[config.mk]
export PLATFORM = sky130hd
export DESIGN_NAME = shift_engine
export DESIGN_NICKNAME = d
export VERILOG_FILES = /design/src/rtl/shift_engine.sv
export SDC_FILE = /design/constraint.sdc
export NUM_CORES = 1
export LEC_CHECK = 0
export BUFFER_PORTS_ARGS = -buffer_cell sky130_fd_sc_hd__buf_2
export CORE_MARGIN = 2
export CORE_UTILIZATION = 45
export DETAILED_ROUTE_END_ITERATION = 10
export GPL_TIMING_DRIVEN = 0
export MAX_ROUTING_LAYER = met4
export PLACE_DENSITY = 0.7
export SLEW_MARGIN = 5
export SYNTH_ARGS = -nofsm -noshare
export SYNTH_HDL_FRONTEND = slang
export SYNTH_SLANG_ARGS = --single-unit
export TNS_END_PERCENT = 20
[constraint.sdc]
create_clock -name clk -period 1.5 [get_ports clk]
set_input_delay 0.3 -clock clk [delete_from_list [all_inputs] [get_ports clk]]
set_output_delay 0.3 -clock clk [all_outputs]
set_load 0.01 [all_outputs]
[src/rtl/shift_engine.sv]
// shift_engine: multi-cycle shifter, one bit position per clock.
// Commands enter over in_valid/in_ready and results leave over
// out_valid/out_ready. Modes: 00 LSL, 01 LSR, 10 ASR, 11 ROR.
//
// Handshake rule (both ports): a transfer happens on a rising clock edge
// where valid && ready are both 1; the producer holds valid and its payload
// stable until that edge, and ready never depends combinationally on valid.
module shift_engine #(
  parameter int WIDTH   = 8,
  parameter int SHAMT_W = 4
) (
  input  logic               clk,
  input  logic               rst_n,
  input  logic               in_valid,
  output logic               in_ready,
  input  logic [WIDTH-1:0]   in_data,
  input  logic [SHAMT_W-1:0] in_shamt,
  input  logic [1:0]         in_mode,
  output logic               out_valid,
  input  logic               out_ready,
  output logic [WIDTH-1:0]   out_data,
  output logic               out_carry,
  output logic               out_zero,
  output logic [1:0]         state_dbg
);

  typedef enum logic [1:0] {
    IDLE  = 2'd0,
    SHIFT = 2'd1,
    DONE  = 2'd2
  } state_t;

  localparam logic [1:0] M_LSL = 2'b00;
  localparam logic [1:0] M_LSR = 2'b01;
  localparam logic [1:0] M_ASR = 2'b10;
  localparam logic [1:0] M_ROR = 2'b11;

  localparam logic [SHAMT_W-1:0] WIDTH_C = SHAMT_W'(WIDTH);
  localparam logic [SHAMT_W-1:0] ONE_C   = SHAMT_W'(1);

  state_t               state_q, state_d;
  logic [WIDTH-1:0]     data_q, data_d;
  logic [1:0]           mode_q, mode_d;
  logic [SHAMT_W-1:0]   cnt_q, cnt_d;
  logic                 carry_q, carry_d;

  logic [SHAMT_W-1:0]   eff_n;
  logic [WIDTH-1:0]     step_data;
  logic                 step_carry;

  // Effective step count: rotates wrap modulo WIDTH, shifts saturate at WIDTH.
  always_comb begin
    eff_n = '0;
    if (in_mode == M_ROR) begin
      eff_n = in_shamt % WIDTH_C;
    end else if (in_shamt > WIDTH_C) begin
      eff_n = WIDTH_C;
    end else begin
      eff_n = in_shamt;
    end
  end

  // One single-bit step of the latched mode applied to the working register.
  always_comb begin
    step_data  = data_q;
    step_carry = carry_q;
    case (mode_q)
      M_LSL: begin
        step_data  = {data_q[WIDTH-2:0], 1'b0};
        step_carry = data_q[WIDTH-1];
      end
      M_LSR: begin
        step_data  = {1'b0, data_q[WIDTH-1:1]};
        step_carry = data_q[0];
      end
      M_ASR: begin
        step_data  = {data_q[WIDTH-1], data_q[WIDTH-1:1]};
        step_carry = data_q[0];
      end
      default: begin
        step_data  = {data_q[0], data_q[WIDTH-1:1]};
        step_carry = data_q[0];
      end
    endcase
  end

  // Next-state and datapath update for the IDLE/SHIFT/DONE sequence.
  always_comb begin
    state_d = state_q;
    data_d  = data_q;
    mode_d  = mode_q;
    cnt_d   = cnt_q;
    carry_d = carry_q;
    case (state_q)
      IDLE: begin
        if (in_valid) begin
          data_d  = in_data;
          mode_d  = in_mode;
          cnt_d   = eff_n;
          carry_d = 1'b0;
          state_d = (eff_n == '0) ? DONE : SHIFT;
        end
      end
      SHIFT: begin
        data_d  = step_data;
        carry_d = step_carry;
        cnt_d   = cnt_q - ONE_C;
        if (cnt_q == ONE_C) begin
          state_d = DONE;
        end
      end
      DONE: begin
        if (out_ready) begin
          state_d = IDLE;
        end
      end
      default: begin
        state_d = IDLE;
      end
    endcase
  end

  // State and working registers; reset discards any in-flight command.
  always_ff @(posedge clk or negedge rst_n) begin
    if (!rst_n) begin
      state_q <= IDLE;
      data_q  <= '0;
      mode_q  <= M_LSL;
      cnt_q   <= '0;
      carry_q <= 1'b0;
    end else begin
      state_q <= state_d;
      data_q  <= data_d;
      mode_q  <= mode_d;
      cnt_q   <= cnt_d;
      carry_q <= carry_d;
    end
  end

  // Outputs come straight from registers; out_zero is a flag on out_data.
  assign in_ready  = (state_q == IDLE);
  assign out_valid = (state_q == DONE);
  assign out_data  = data_q;
  assign out_carry = carry_q;
  assign out_zero  = (data_q == '0);
  assign state_dbg = state_q;

endmodule
==> results.py <==
metrics = {
    "run_status": {
        "outcome": "finished with violations",
        "failed_checks": "negative setup slack",
    },
    "timing": {
        "finalHoldViolCount": 0,
        "relSlewSlack": 0.7336,
        "tightest_slew_ns": 0.3996,
        "rsz0062_at_grt": "yes",
        "finalSetupViolCount": 1,
        "fin_skew_ns": 0.004480,
        "slew_violations": 0,
        "finalCriticalPeriod_ns": 1.798,
        "whs_ns": 0.2153,
        "layout_setup_ws_ns": -0.2980,
        "fmax_mhz": 556.2,
        "fin_crit_sh": 1.199,
    },
    "placement": {
        "dp_slack_ns": 0.01164,
        "portBuffers": 31,
        "place_area_um2": 1261,
        "hpwl_um": 1947,
        "gp_congestion": 0.8051,
        "dp.cells": 165,
    },
    "synthesis": {
        "synth_seq_cells": 17,
        "synthMuxAreaShare": 0.09579,
        "synth.distinct_cells": 40,
        "synth-xor-area-share": 0,
        "synthCells": 106,
        "syn_nets": 126,
        "synth_warnings": 0,
        "syn-cell-area_um2": 1071,
        "synth_top_family_by_area": "compound AO/OA/AOI/OAI gates",
        "synth_compound_area_frac": 0.2535,
        "synth-simple-area-share": 0.1799,
        "synth_fa_ha_area_frac": 0.02336,
        "postSynthAreaPerCell_um2": 10.10,
        "seq_area_frac_synth": 0.3972,
    },
    "cells_and_area": {
        "multi_input_area_um2": 599.3,
        "instances_no_fill": 176,
        "final_cell_area_um2": 1378,
        "area_growth_pct": 28.62,
        "drive_gt1_frac": 0.3851,
        "fill_cells": 195,
        "final_cell_mix": "buf_2 (33), dfrtp_1 (15), nor2b_1 (9), mux2i_1 (8)",
        "antennaDiodeCount": 0,
        "mostFrequentLayoutCell": "buf_2",
        "seqCellArea_um2": 427.9,
        "nets": 169,
    },
    "grt": {
        "grt_pass1_vias": 956,
        "grt_usage": 0.2471,
        "antenna_found_initial": 0,
        "grt_start_max_net_pins": 20,
        "grt_pass1_wl_um": 4685,
        "grt.overflow.total": 0,
    },
    "setup_path": {
        "max_stage_delay_ns": 0.53,
        "path_class": "reg -> out",
        "start_kind": "flip-flop",
        "cp.arrival_ns": 1.50,
        "crit_path_top_delay_cell": "or4_1",
        "critPathCaptureType": "output pin",
        "cp_top_family": "simple AND/OR/NAND/NOR gates",
        "cp.buffers_inverters": 1,
        "worstPathRequired_ns": 1.20,
        "cp_max_fo": 2,
        "crit_chain": "or4_1 > nor2_1 > buf_2",
    },
    "pwr": {
        "p_per_area_nw_per_um2": 2204,
        "swShare": 0.4524,
        "power.switching_mw": 1.373,
        "internal_power_mw": 1.662,
        "peakVddDrop_mv": 1.307,
        "clkPwrFrac": 0.091,
        "p_comb_frac": 0.587,
        "p_leak_nw": 0.6375,
        "p_seq_frac": 0.322,
    },
    "clock_tree": {
        "htreeDepth": 1,
        "clockRootBuffer": "clkbuf_4",
        "clk_pin_slew_worst_paths_ns": 0.12,
        "cts_tree": "built",
        "clk_latency_ns": 0.31,
        "cts_made_buffers": 3,
        "clockBufferDepth": 2,
        "clkSinkCount": 17,
    },
    "floorplan": {
        "fp.dieH_um": 52.79,
        "initial_core_util": 0.4796,
        "io_pins": 32,
        "die_area_um2": 2786,
        "die_w_um": 52.79,
        "num_rows": 17,
        "core-area_um2": 2233,
    },
    "drt": {
        "viasPerCell": 5.938,
        "drtIter0Drc": 17,
        "drc": 0,
        "via_count": 1045,
        "antenna_left": 0,
        "avgRoutedWirePerCell_um": 16.99,
        "dr.pass1.iters": 4,
        "wirelength_um": 2991,
    },
    "flow_run": {
        "cap_violations": 0,
    },
    "min_path": {
        "hold_class": "in -> reg",
    },
}
## power groups by stage
stage / clock [mW] / combinational, mW / sequential (mW)
2_1_floorplan: 0 / 1.04 / 1.02
3_3_place_gp: 0 / 1.48 / 1.01
3_5_place_dp: 0 / 1.50 / 1.02
4_1_cts: 0.274 / 1.67 / 0.955
5_1_grt: 0.292 / 1.95 / 1.01
6_report: 0.277 / 1.78 / 0.978
## worst paths after layout
path / start / end / slack (ns) / cells after the start
max: out_data[5] / out_zero / -0.30 / 3
min: in_mode[1] / mode_q[1] / 0.22 / 2
max reg2reg: state_dbg[1] / out_data[7] / 0.04 / 4
min reg2reg: out_carry / out_carry / 0.51 / 2
max in group asynchronous: rst_n / out_data[2] / 0.77 / 2
min in group asynchronous: rst_n / out_data[4] / 0.42 / 2
## cell usage after synthesis, drive strengths merged
library cell | n | area (µm²)
a211o | 2 | 17.52
a211oi | 1 | 7.510
a21bo | 1 | 10.01
a21oi | 4 | 20.02
a221oi | 6 | 52.55
a22o | 1 | 8.760
a22oi | 1 | 7.510
a311oi | 1 | 8.760
a32oi | 2 | 17.52
and3 | 1 | 6.260
and3b | 1 | 8.760
buf | 5 | 27.53
clkbuf | 1 | 3.750
dfrtp | 17 | 425.4
ha | 2 | 25.02
inv | 6 | 22.52
mux2 | 2 | 22.52
mux2i | 8 | 80.08
nand2 | 3 | 11.26
nand2b | 2 | 12.51
nand3 | 1 | 5.000
nor2 | 4 | 31.28
nor2b | 10 | 62.56
nor3 | 1 | 5.000
nor3b | 2 | 20.02
nor4 | 1 | 6.260
o21ai | 5 | 25.02
o21bai | 1 | 11.26
o221ai | 1 | 8.760
o22ai | 7 | 43.79
o2bb2ai | 1 | 8.760
o31ai | 1 | 7.510
o41ai | 1 | 16.27
or3b | 1 | 8.760
or4 | 2 | 15.01
## sequential cells by signal, indices dropped and copies added (netlist names)
name       cells
state_dbg      2
cnt_q          4
out_carry      1
out_data       8
mode_q         2
## worst reg2reg max path: stages, from the launching register on
cell and delay (ns):
dfrtp_1 0.41, buf_8 0.17, nand2b_1 0.33, a211oi_1 0.11
o41ai_2 0.34
## through the flow
stage,setup TNS [ns],util,power (mW)
2_1_floorplan,0,-,2.058
5_1_grt,-0.3571,0.6168,3.251
3_5_place_dp,0,0.5647,2.524
4_1_cts,-0.2926,0.5972,2.902
3_3_place_gp,0,0.5647,2.484
6_report,-0.2980,0.6168,3.036
## cell families (layout without fill, tap and decap cells)
logic type / count (synthesis) / after routing
flops: 17 / 17
compound gates: 36 / 36
mux: 10 / 10
fa+ha+maj: 2 / 2
buf+inv: 12 / 54
simple gates: 29 / 29
## what timing repair did
action | CTS | global route
hold endpoints to repair | 17 | 0
hold buffers | 1 | 0
pin swaps | 0 | 2
buffers inserted | 5 | 2
gates resized for setup | 1 | 8
endpoints found under the setup margin | 3 | 4
## routing by layer
layer,global-route usage,wire length [µm],vias to the layer above,part of all wire
met5,-,0,-,0
met4,0.1026,53,0,0.018
met3,0.02571,174,5,0.058
met2,0.3979,1428,36,0.48
met1,0.3171,1335,502,0.45
li1,-,-,502,-
## layout make-up
class,instances,share of cell area
Multi-Input combinational cell,77,0.4351
Sequential cell,17,0.3106
Timing Repair Buffer,39,0.1626
Buffer,5,0.02997
Tap cell,28,0.02543
Clock buffer,3,0.01635
Inverter,6,0.01635
Clock inverter,1,0.003633
(Power assumes the default switching activity.)
